**config.mk**
```make
export PLATFORM = sky130hd
export DESIGN_NAME = io_pipe_scheduler_flat
export DESIGN_NICKNAME = d
export VERILOG_FILES = /design/src/rtl/io_pipe_if.sv /design/src/rtl/io_pipe_scheduler.sv /design/src/flat_wrapper.sv
export SDC_FILE = /design/constraint.sdc
export NUM_CORES = 1
export LEC_CHECK = 0
export ABC_AREA = 1
export CAP_MARGIN = 15
export CELL_PAD_IN_SITES_DETAIL_PLACEMENT = 2
export CELL_PAD_IN_SITES_GLOBAL_PLACEMENT = 2
export CORE_UTILIZATION = 31
export CTS_CLUSTER_DIAMETER = 60
export DETAILED_ROUTE_END_ITERATION = 16
export PLACE_DENSITY = 0.86
export SLEW_MARGIN = 10
export SYNTH_ARGS = -nofsm -noshare
export SYNTH_HDL_FRONTEND = slang
export SYNTH_SLANG_ARGS = --single-unit
```
**constraint.sdc**
```tcl
create_clock -name clk -period 8 [get_ports clk]
set_input_delay 1.2 -clock clk [delete_from_list [all_inputs] [get_ports clk]]
set_output_delay 1.2 -clock clk [all_outputs]
set_load 0.005 [all_outputs]
```
**src/rtl/io_pipe_if.sv**
```systemverilog
// Handshake bundle between the requesters/downstream sink (master) and the
// io_pipe_scheduler (slave).
interface io_pipe_if #(
    parameter int NUM_REQ    = 4,
    parameter int DATA_W     = 8,
    parameter int PIPE_DEPTH = 4
);
    localparam int ID_W  = $clog2(NUM_REQ);
    localparam int CNT_W = $clog2(PIPE_DEPTH + 1);

    logic [NUM_REQ-1:0]        req_valid;
    logic [NUM_REQ*DATA_W-1:0] req_data;
    logic [NUM_REQ-1:0]        req_ready;
    logic                      flush;
    logic                      out_valid;
    logic [DATA_W-1:0]         out_data;
    logic [ID_W-1:0]           out_id;
    logic                      out_ready;
    logic [CNT_W-1:0]          inflight;

    modport master (
        output req_valid, req_data, flush, out_ready,
        input  req_ready, out_valid, out_data, out_id, inflight
    );

    modport slave (
        input  req_valid, req_data, flush, out_ready,
        output req_ready, out_valid, out_data, out_id, inflight
    );
endinterface

```
**src/rtl/io_pipe_scheduler.sv**
```systemverilog
// Round-robin scheduler sharing one fixed-latency, ID-tagged register pipeline
// among NUM_REQ requesters; a stalled output holds every stage.
module io_pipe_scheduler #(
    parameter int NUM_REQ    = 4,
    parameter int DATA_W     = 8,
    parameter int PIPE_DEPTH = 4
) (
    input logic      clk,
    input logic      async_reset,
    io_pipe_if.slave bus
);
    localparam int ID_W  = $clog2(NUM_REQ);
    localparam int CNT_W = $clog2(PIPE_DEPTH + 1);
    localparam int LAST  = PIPE_DEPTH - 1;

    typedef struct packed {
        logic              valid;
        logic [ID_W-1:0]   id;
        logic [DATA_W-1:0] data;
    } stage_t;

    stage_t            pipe_q [PIPE_DEPTH];
    logic [ID_W-1:0]   ptr_q;
    logic [CNT_W-1:0]  count_q;

    logic              advance;
    logic              accept;
    logic              leave;
    logic              grant_any;
    logic [ID_W-1:0]   grant_id;
    logic [ID_W-1:0]   cand;
    stage_t            in_stage;
    logic [DATA_W-1:0] req_words [NUM_REQ];
    logic [PIPE_DEPTH-1:0] valid_vec;

    for (genvar i = 0; i < NUM_REQ; i++) begin : g_unpack
        assign req_words[i] = bus.req_data[i*DATA_W +: DATA_W];
    end

    // A valid item nobody takes freezes the whole pipe.
    assign advance = ~(pipe_q[LAST].valid & ~bus.out_ready);
    assign accept  = advance & ~bus.flush & grant_any;
    assign leave   = pipe_q[LAST].valid & bus.out_ready;

    always_comb begin
        // NOTE: every combinational output gets a default first so no latch is inferred.
        grant_any = 1'b0;
        grant_id  = '0;
        cand      = '0;
        for (int off = 1; off <= NUM_REQ; off++) begin
            cand = ID_W'((int'(ptr_q) + off) % NUM_REQ);
            if (!grant_any && bus.req_valid[cand]) begin
                grant_any = 1'b1;
                grant_id  = cand;
            end
        end
    end

    always_comb begin
        bus.req_ready = '0;
        if (accept && !async_reset) begin
            bus.req_ready[grant_id] = 1'b1;
        end
    end

    always_comb begin
        in_stage = '0;
        if (grant_any) begin
            in_stage.valid = 1'b1;
            in_stage.id    = grant_id;
            in_stage.data  = req_words[grant_id];
        end
    end

    always_ff @(posedge clk or posedge async_reset) begin
        if (async_reset) begin
            // NOTE: the stage array is reset so nothing stale can surface at the output after reset.
            for (int k = 0; k < PIPE_DEPTH; k++) begin
                pipe_q[k] <= '0;
            end
            ptr_q   <= ID_W'(NUM_REQ - 1);
            count_q <= '0;
        end else if (bus.flush) begin
            // Payload fields keep stale values; only the valids matter.
            for (int k = 0; k < PIPE_DEPTH; k++) begin
                pipe_q[k].valid <= 1'b0;
            end
            count_q <= '0;
        end else if (advance) begin
            // NOTE: non-blocking so every stage samples its predecessor's pre-edge value.
            for (int k = 1; k < PIPE_DEPTH; k++) begin
                pipe_q[k] <= pipe_q[k-1];
            end
            pipe_q[0] <= in_stage;
            if (grant_any) begin
                ptr_q <= grant_id;
            end
            count_q <= count_q + CNT_W'(accept) - CNT_W'(leave);
        end
    end

    assign bus.out_valid = pipe_q[LAST].valid;
    assign bus.out_data  = pipe_q[LAST].data;
    assign bus.out_id    = pipe_q[LAST].id;
    assign bus.inflight  = count_q;

    always_comb begin
        valid_vec = '0;
        for (int k = 0; k < PIPE_DEPTH; k++) begin
            valid_vec[k] = pipe_q[k].valid;
        end
    end

    a_grant_onehot: assert property (@(posedge clk) disable iff (async_reset)
        $onehot0(bus.req_ready));

    a_count_matches: assert property (@(posedge clk) disable iff (async_reset)
        count_q == CNT_W'($countones(valid_vec)));
endmodule

```
**src/flat_wrapper.sv**
```systemverilog
// flat-port wrapper written by rule: the top's interface ports become plain ports
module io_pipe_scheduler_flat 
#(
    parameter int NUM_REQ    = 4,
    parameter int DATA_W     = 8,
    parameter int PIPE_DEPTH = 4
)
  (clk, async_reset, bus_req_valid, bus_req_data, bus_flush, bus_out_ready, bus_req_ready, bus_out_valid, bus_out_data, bus_out_id, bus_inflight);
  io_pipe_if #(.NUM_REQ(NUM_REQ), .DATA_W(DATA_W), .PIPE_DEPTH(PIPE_DEPTH)) bus_i ();
  input logic clk;
  input logic async_reset;
  input wire logic [$bits(bus_i.req_valid)-1:0] bus_req_valid;
  input wire logic [$bits(bus_i.req_data)-1:0] bus_req_data;
  input wire logic [$bits(bus_i.flush)-1:0] bus_flush;
  input wire logic [$bits(bus_i.out_ready)-1:0] bus_out_ready;
  output wire logic [$bits(bus_i.req_ready)-1:0] bus_req_ready;
  output wire logic [$bits(bus_i.out_valid)-1:0] bus_out_valid;
  output wire logic [$bits(bus_i.out_data)-1:0] bus_out_data;
  output wire logic [$bits(bus_i.out_id)-1:0] bus_out_id;
  output wire logic [$bits(bus_i.inflight)-1:0] bus_inflight;
  assign bus_i.req_valid = bus_req_valid;
  assign bus_i.req_data = bus_req_data;
  assign bus_i.flush = bus_flush;
  assign bus_i.out_ready = bus_out_ready;
  assign bus_req_ready = bus_i.req_ready;
  assign bus_out_valid = bus_i.out_valid;
  assign bus_out_data = bus_i.out_data;
  assign bus_out_id = bus_i.out_id;
  assign bus_inflight = bus_i.inflight;
  io_pipe_scheduler #(.NUM_REQ(NUM_REQ), .DATA_W(DATA_W), .PIPE_DEPTH(PIPE_DEPTH)) u_core (.clk(clk), .async_reset(async_reset), .bus(bus_i));
endmodule
```
After elaboration in Yosys (flattened, before gate mapping)
Cells that the tools add are included.

Bits of input ports: 40. Logic and storage cells: 77. Output and inout port bits: 18. Register bits: 49.

Order comparisons: 7. Reduce and logical (&&, ||, !) cells: 11. Equal/unequal tests: 1. Bitwise operators: 8. Add/subtract/negate cells: 6. Multiplexer cells: 30.

Operators with widths (count): 2-to-1 mux 44 bit (1); binary-select mux 8 bit (select 2 bit) (1); 2-to-1 mux 8 bit (2); less-than comparator 2 x 3 -> 1 bit (second input constant) (5); 2-to-1 mux 1 bit (13); 2-to-1 mux 11 bit (1); binary-select mux 1 bit (select 2 bit) (4); 2-to-1 mux 2 bit (4); 2-to-1 mux 3 bit (2); logical AND 1 bit (5); adder 2 x 1 -> 2 bit (second input constant) (2); adder 2 bit (second input constant) (2); AND 1 bit (4); logical NOT 1 bit (4); 2-to-1 mux 4 bit (1); adder 3 x 1 -> 3 bit (1); greater-or-equal comparator 3 bit (second input constant) (1); NOT 1 bit (3); NOT 2 -> 3 bit (1); AND reduction 3 bit (1); subtractor 3 x 1 -> 3 bit (1); demux 1 bit (select 2 bit) (1); greater-or-equal comparator 2 x 1 -> 1 bit (second input constant) (1); inequality test 2 bit (second input constant) (1); AND reduction 2 bit (1).

Depth between registers and ports, before layout
Gate-level depths: netlist of run 1.

Depth in word-level cells: 20. Mapped depth: 18. Mapped depth without buffers: 16.

Worst setup path after synthesis of run 1
No wires, ideal clock.

Kind: input to output. Start point: input async_reset. End point: output bus_req_ready[1]. Stages: 3. Required time: 6.800 ns. Slack: 3.989 ns. Data arrival time: 2.811 ns. Cell sequence: inv_1 nand2_1 nor3_1.

Longest elaborated chain between the ends: 3.

Ends and longest elaborated chain: start, declared (RTL line flat_wrapper.sv:11) `input logic async_reset;`; logical NOT 1 bit (RTL line io_pipe_scheduler.sv:61) `if (accept && !async_reset) begin`; logical AND 1 bit (RTL line io_pipe_scheduler.sv:61); 2-to-1 mux 4 bit (RTL line io_pipe_scheduler.sv:61); end, declared (RTL line flat_wrapper.sv:16) `output wire logic [$bits(bus_i.req_ready)-1:0] bus_req_ready;`.

No other way between the ends.

Worst setup path in the final report of run 1
Start point: input bus_req_valid[2]. End point: output bus_req_ready[3].

Longest elaborated chain between the ends: 17. Elaborated cells on any way between the ends: 30.

Ends and longest elaborated chain: start, declared (RTL line flat_wrapper.sv:12) `input wire logic [$bits(bus_i.req_valid)-1:0] bus_req_valid;`; binary-select mux 1 bit (select 2 bit) (RTL line io_pipe_scheduler.sv:52) `if (!grant_any && bus.req_valid[cand]) begin`; 2-to-1 mux 1 bit (not written as such) (RTL line io_pipe_scheduler.sv:52); 2-to-1 mux 1 bit (RTL line io_pipe_scheduler.sv:52); logical NOT 1 bit (RTL line io_pipe_scheduler.sv:52); logical AND 1 bit (RTL line io_pipe_scheduler.sv:52); 2-to-1 mux 1 bit (RTL line io_pipe_scheduler.sv:52); logical NOT 1 bit (RTL line io_pipe_scheduler.sv:52); logical AND 1 bit (RTL line io_pipe_scheduler.sv:52); 2-to-1 mux 1 bit (RTL line io_pipe_scheduler.sv:52); logical NOT 1 bit (RTL line io_pipe_scheduler.sv:52); logical AND 1 bit (RTL line io_pipe_scheduler.sv:52); 2-to-1 mux 2 bit (RTL line io_pipe_scheduler.sv:52); less-than comparator 2 x 3 -> 1 bit (not written as such) or greater-or-equal comparator 2 x 1 -> 1 bit (tied branches) (RTL line io_pipe_scheduler.sv:62) `bus.req_ready[grant_id] = 1'b1;`; logical AND 1 bit (not written as such) (RTL line io_pipe_scheduler.sv:62); 2-to-1 mux 1 bit (not written as such) (RTL line io_pipe_scheduler.sv:62); demux 1 bit (select 2 bit); 2-to-1 mux 4 bit * (RTL line io_pipe_scheduler.sv:61).

Every way passes the cells marked *; elsewhere a longest branch is shown, timed or not. The select of a mux whose other input is x is not followed.

==> flow_metrics.py, run 1 <==
metrics = {
    "outcome": {
        "outcome": "finished, final reports clean",
    },
    "setup_path": {
        "crit_chain": "clkdlybuf4s50_1 > nand2_1 > nand2_1 > nand2_1 > nand2_2 > inv_2 > nand3_4 > nand2_1 > inv_1 > nand2_1 > nor3_1 > clkdlybuf4s50_1",
        "end_kind": "primary output",
        "cpMostUsedCell": "nand2_1",
        "cp_slowest_cell": "clkdlybuf4s50_1",
        "critPathRequiredTime_ns": 6.80,
        "worstSetupPathType": "in -> out",
        "path_max_fanout": 18,
        "critPathLaunchType": "primary input",
        "endpoint": "bus_req_ready[3]",
        "crit_path_max_incr_delay_ns": 0.54,
        "r2r_slack_ns": 4.92,
        "ff2ff_path_depth": 15,
        "reg2reg_from": "u_core.ptr_q[0]",
        "worstPathArrival_ns": 3.81,
        "reg2reg_to": "u_core.bus.inflight[2]",
        "crit_start": "bus_req_valid[2]",
    },
    "power_and_ir_drop": {
        "fin_total_pwr_mw": 1.286,
        "p_seq_share_pct": 31.0,
        "p_clk_share_pct": 10.8,
        "internal_power_mw": 0.6727,
        "p_sw_share_pct": 47.70,
        "power_frac_comb_pct": 58.2,
        "powerDensity_nw_per_um2": 383.7,
        "p_sw_mw": 0.6134,
        "ir_drop_v": 0.0002151,
        "leakagePower_nw": 1.655,
    },
    "clocking": {
        "insertion_delay_ns": 0.30,
        "cts_setup_buffers": 0,
        "path_clk_slew_ns": 0.08,
        "htree_levels": 2,
        "cts_made_buffers": 5,
        "cts_sinks": 49,
        "root_buffer": "clkbuf_8",
        "cts_hold_buf": 0,
        "tritoncts": "done",
        "clockBufferDepth": 2,
        "cts_resized": 0,
    },
    "synth": {
        "synthCells": 351,
        "yosysMostFrequentCell": "nand2_1",
        "avgSynthCellArea_um2": 7.639,
        "synth_edf_count": 0,
        "synth_seq_cells": 49,
        "synthTopCellsByArea": "dfrtp_1 44%, nand2_1 22%, o21ai_0 4.9%",
        "yosysTopAreaCellShare_pct": 43.86,
        "synth_cell_types": 30,
        "ys_top_cells_by_count": "158 x nand2_1, 47 x dfrtp_1, 26 x o21ai_0, 23 x inv_1",
        "yosysSeqAreaShare_pct": 45.82,
        "postSynthNetCount": 394,
        "synthArstFlopShare_pct": 100.0,
        "ys.flop_type": "dfrtp_1",
        "yosysWarnings": 0,
        "synthesis.area_um2": 2681,
        "synth.largest_area_cell": "dfrtp_1",
    },
    "run": {
        "cap_violations": 0,
    },
    "die": {
        "dieArea_um2": 9025,
        "fp-row-count": 33,
        "die_x_um": 95,
        "start_util_pct": 32.31,
        "design.core.area_um2": 8299,
        "die_h_um": 95,
        "ios": 58,
    },
    "placement": {
        "pre_cts_ws_ns": 2.985,
        "hpwl_um": 4810,
        "place_area_um2": 3241,
        "io_buffers": 57,
        "place_congestion": 0.7403,
    },
    "sta": {
        "setup_viol": 0,
        "max_freq_mhz": 199.6,
        "drv_slew": 0,
        "period_minus_slack_ns": 5.011,
        "slew_headroom_pct": 57.25,
        "worst_clock_skew_ns": 0.01025,
        "fin_ws_ns": 2.989,
        "setup_tns_ns": 0,
        "rsz0062_at_grt": "false",
        "finalHoldViolations": 0,
        "worst-slew-pin-transition_ns": 0.6413,
        "fin_crit_sh_pct": 62.63,
    },
    "grt": {
        "grt_overflow": 0,
        "grt_pass1_vias": 2468,
        "grt_pass1_wl_um": 11630,
        "grt_antenna_before_repair": 0,
        "grt.total_usage_pct": 16.33,
        "grt_max_degree": 51,
    },
    "detailed_routing": {
        "first_pass_iters": 4,
        "routed-via-count": 2349,
        "routed_wire_length_per_instance_um": 13.58,
        "drt-initial-drc-count": 75,
        "wirelength_um": 6791,
        "via_per_inst": 4.698,
        "ant_nets": 0,
        "drc_errors": 0,
    },
    "finish": {
        "fill_cells": 991,
        "drive_gt1_share_pct": 11.14,
        "fin_area_um2": 3352,
        "nets": 437,
        "post-route-util_pct": 40.39,
        "area_growth_pct": 25.01,
        "num_antenna_cells": 0,
    },
    "min_path": {
        "hold_path_class": "reg -> reg",
        "hp-start": "u_core.pipe_q[27]",
    },
}
==> critical path: cells and delay by family <==
kind,cells,cell delay (ns)
buffers and inverters,4,1.43
and+or+nand+nor,8,1.17
==> area by class of cell <==
class / instances / area (um^2) / area share [%]
clock buffer: 7 / 76.32 / 2.277
clock inverter: 1 / 7.507 / 0.2240
inverter: 30 / 117.6 / 3.509
multi-input combinational: 248 / 1177 / 35.13
sequential: 49 / 1229 / 36.66
tap: 105 / 131.4 / 3.919
timing repair buffer: 60 / 613.1 / 18.29
==> registers in the layout, indices dropped and copies added, names as in the netlist <==
signal and cells:
u_core.ptr_q 2, u_core.bus.inflight 3, u_core.bus.out_data 8, u_core.bus.out_valid 1, u_core.bus.out_id 2, u_core.pipe_q 33
==> kinds of logic after synthesis <==
kind of cell               count (synthesis)  share of synthesized area (%)
buffers and inverters                     54                          10.36
xor gates and xnor gates                   1                         0.3267
adders and majority gates                  3                          1.680
and+or+nand+nor                          212                          35.60
AOI/OAI and AO/OA                         32                          6.206
DFF                                       49                          45.82
==> routing by layer <==
metal	GRT usage, %	up-vias	share of wire, %
met1	20.68	1120	45
li1	-	1174	-
met2	29.38	50	51
met4	4.167	0	0.90
met5	0	-	0
met3	1.771	5	2.9
==> power groups by stage <==
stage / registers (mW) / logic (mW) / clock network (mW)
after floorplan: 0.382 / 0.617 / 0
after global placement: 0.398 / 0.722 / 0
after detailed placement: 0.403 / 0.758 / 0
after CTS: 0.401 / 0.765 / 0.146
after global routing: 0.413 / 0.864 / 0.152
final: 0.399 / 0.748 / 0.139
==> layout by cell type, fill, tap and decap left out, types with 5 or more instances in the layout <==
cell and n:
nand2_2 16, o21ai_0 26, clkdlybuf4s50_1 57, nand3_1 6, nand4_1 16, inv_1 22, dfrtp_1 47, nand2_1 158
inv_2 6, clkbuf_8 5, nor2_1 5
==> how the worst min path moves through the flow <==
| stage | endpoint | slack (ns) | depth (start not counted) |
|---|---|---|---|
| after global routing | u_core.pipe_q[36] | 0.51 | 2 |
| final | u_core.pipe_q[27] | 0.48 | 2 |
| after detailed placement | u_core.pipe_q[27] | 0.46 | 2 |
| after floorplan | u_core.pipe_q[22] | 0.44 | 2 |
| after global placement | u_core.bus.out_id[0] | 0.45 | 2 |
| after CTS | u_core.pipe_q[27] | 0.49 | 2 |
==> per-stage QoR <==
step | std cells | hold WS, ns
after floorplan | 351 | 0.4422
after global placement | 491 | 0.4530
after detailed placement | 491 | 0.4635
after CTS | 499 | 0.4854
after global routing | 500 | 0.5094
final | 500 | 0.4787
(Power assumes the default switching activity.)
==> run 2: changes to the inputs <==
CORE_UTILIZATION = 26   (was 31)
PLACE_DENSITY = 0.77   (was 0.86)
clock period = 4.5 ns   (was 8 ns; I/O delays follow)
==> run 2 against run 1 <==
Clock power up 94%; critical path depth did not move; combinational power rose by 80%; sequential share of layout area is 0.35 points lower; non-clock buffer count is 1 higher; count of clock-buffer cells in the layout down 2; first-iteration DRC count is 1.3% lower; hold slack worse by 0.00067 ns; die area grew 19%; via count down 1.2%; final area up 0.97%.
==> flow_metrics.py, run 2 (synthesis results as in run 1) <==
metrics = {
    "grt": {
        "grt_pass1_vias": 2441,
        "grt_pass1_wl_um": 11680,
        "grt_max_degree": 50,
        "grt.total_usage_pct": 13.14,
        "grt_antenna_before_repair": 0,
        "grt_overflow": 0,
    },
    "power_and_ir_drop": {
        "internal_power_mw": 1.212,
        "power_frac_comb_pct": 58.0,
        "fin_total_pwr_mw": 2.326,
        "leakagePower_nw": 1.659,
        "p_clk_share_pct": 11.6,
        "ir_drop_v": 0.0002442,
        "powerDensity_nw_per_um2": 687.3,
        "p_sw_share_pct": 47.89,
        "p_sw_mw": 1.114,
        "p_seq_share_pct": 30.4,
    },
    "setup_path": {
        "end_kind": "primary output",
        "cp_slowest_cell": "clkdlybuf4s50_1",
        "cpMostUsedCell": "nand2_1",
        "ff2ff_path_depth": 15,
        "cp_top_family": "buffers and inverters",
        "path_max_fanout": 18,
        "reg2reg_to": "u_core.bus.inflight[2]",
        "crit_chain": "clkdlybuf4s50_1 > nand2_1 > nand2_1 > nand2_1 > nand2_2 > inv_2 > nand3_4 > nand2_1 > inv_1 > nand2_1 > nor3_1 > clkdlybuf4s50_1",
        "crit_path_max_incr_delay_ns": 0.54,
        "critPathRequiredTime_ns": 3.83,
        "worstPathArrival_ns": 3.27,
        "reg2reg_from": "u_core.ptr_q[0]",
        "worstSetupPathType": "in -> out",
        "critPathLaunchType": "primary input",
        "r2r_slack_ns": 1.50,
        "cp.buffers_inverters": 4,
    },
    "sta": {
        "fin_crit_sh_pct": 87.64,
        "worst-slew-pin-transition_ns": 0.6073,
        "fin_ws_ns": 0.5560,
        "period_minus_slack_ns": 3.944,
        "worst_clock_skew_ns": 0.005757,
        "drv_slew": 0,
        "rsz0062_at_grt": "false",
        "setup_viol": 0,
        "max_freq_mhz": 253.5,
        "holdWs_ns": 0.4781,
        "setup_tns_ns": 0,
        "finalHoldViolations": 0,
        "slew_headroom_pct": 59.51,
    },
    "detailed_routing": {
        "ant_nets": 0,
        "wirelength_um": 6502,
        "met1Wirelength_um": 3237,
        "drc_errors": 0,
        "routed-via-count": 2321,
        "top_layer": "met4",
        "met3_length_um": 271,
        "routed_wire_length_per_instance_um": 12.29,
        "wl_met2_um": 2923,
        "via_per_inst": 4.388,
        "drt-initial-drc-count": 74,
        "first_pass_iters": 4,
    },
    "finish": {
        "largest_register_ff_count": 33,
        "mostFrequentLayoutCells": "158 x nand2_1, 57 x clkdlybuf4s50_1, 47 x dfrtp_1",
        "fin_area_um2": 3385,
        "regMostFlops": "u_core.pipe_q",
        "drive_gt1_share_pct": 11.87,
        "nets": 438,
        "post-route-util_pct": 34.31,
        "area_growth_pct": 26.23,
        "num_antenna_cells": 0,
        "fin_cells": 529,
        "layout_commonest_cell": "nand2_1",
        "fill_cells": 1164,
    },
    "clocking": {
        "cts_setup_buffers": 0,
        "cts_sinks": 49,
        "cts_resized": 0,
        "path_clk_slew_ns": 0.09,
        "tritoncts": "done",
        "cts_hold_buf": 0,
        "clockBufferDepth": 2,
        "cts_made_buffers": 5,
        "htree_levels": 2,
        "root_buffer": "clkbuf_8",
        "insertion_delay_ns": 0.31,
    },
    "placement": {
        "hpwl_um": 4988,
        "dp_cells": 521,
        "pre_cts_ws_ns": 0.5592,
        "place_congestion": 0.7379,
        "io_buffers": 57,
        "place_area_um2": 3291,
    },
    "min_path": {
        "hp-start": "u_core.pipe_q[28]",
        "holdPathStages": 2,
        "whs_endpoint": "u_core.pipe_q[28]",
        "hold_path_class": "reg -> reg",
    },
    "die": {
        "die_h_um": 103.6,
        "fp-row-count": 36,
        "dieArea_um2": 10720,
        "design.core.area_um2": 9864,
        "start_util_pct": 27.18,
        "ios": 58,
        "die_x_um": 103.6,
    },
    "run": {
        "cap_violations": 0,
    },
    "outcome": {
        "outcome": "finished, final reports clean",
    },
}
run 2: worst max path at each step:
stage	cells past startpoint	slack (ns)	from	endpoint
finish	12	0.56	bus_req_valid[2]	bus_req_ready[3]
global route	12	0.30	bus_req_valid[2]	bus_req_ready[1]
CTS	12	0.54	bus_req_valid[2]	bus_req_ready[3]
detailed placement	12	0.56	bus_req_valid[2]	bus_req_ready[3]
global placement	12	0.74	bus_req_valid[2]	bus_req_ready[1]
floorplan	3	1.54	async_reset	bus_req_ready[1]
run 2: per-layer routing:
layer | global-route usage [%] | vias up
met5 | 0 | -
met4 | 3.416 | 0
met3 | 2.266 | 6
met2 | 21.28 | 53
met1 | 18.07 | 1086
li1 | - | 1176
run 2: area by class of cell:
class                           count  area (um^2)  share of cell area [%]
Clock buffer                        5        68.82                   2.033
Clock inverter                      3        25.02                  0.7394
Inverter                           30        117.6                   3.475
Multi-Input combinational cell    248         1177                   34.79
Sequential cell                    49         1229                   36.30
Tap cell                          133        166.4                   4.917
Timing Repair Buffer               61        600.6                   17.74
run 2: power groups by stage:
stage	Clock (mW)	Combinational (mW)	Sequential, mW
after floorplan	0	1.10	0.678
after global placement	0	1.32	0.711
after detailed placement	0	1.38	0.720
after CTS	0.281	1.39	0.711
after global routing	0.294	1.56	0.731
final	0.269	1.35	0.707
run 2: worst min-delay path, cell delays in order (launching register included):
cell,delay (ns)
dfrtp_1,0.35
nand2_1,0.06
nand2_1,0.04
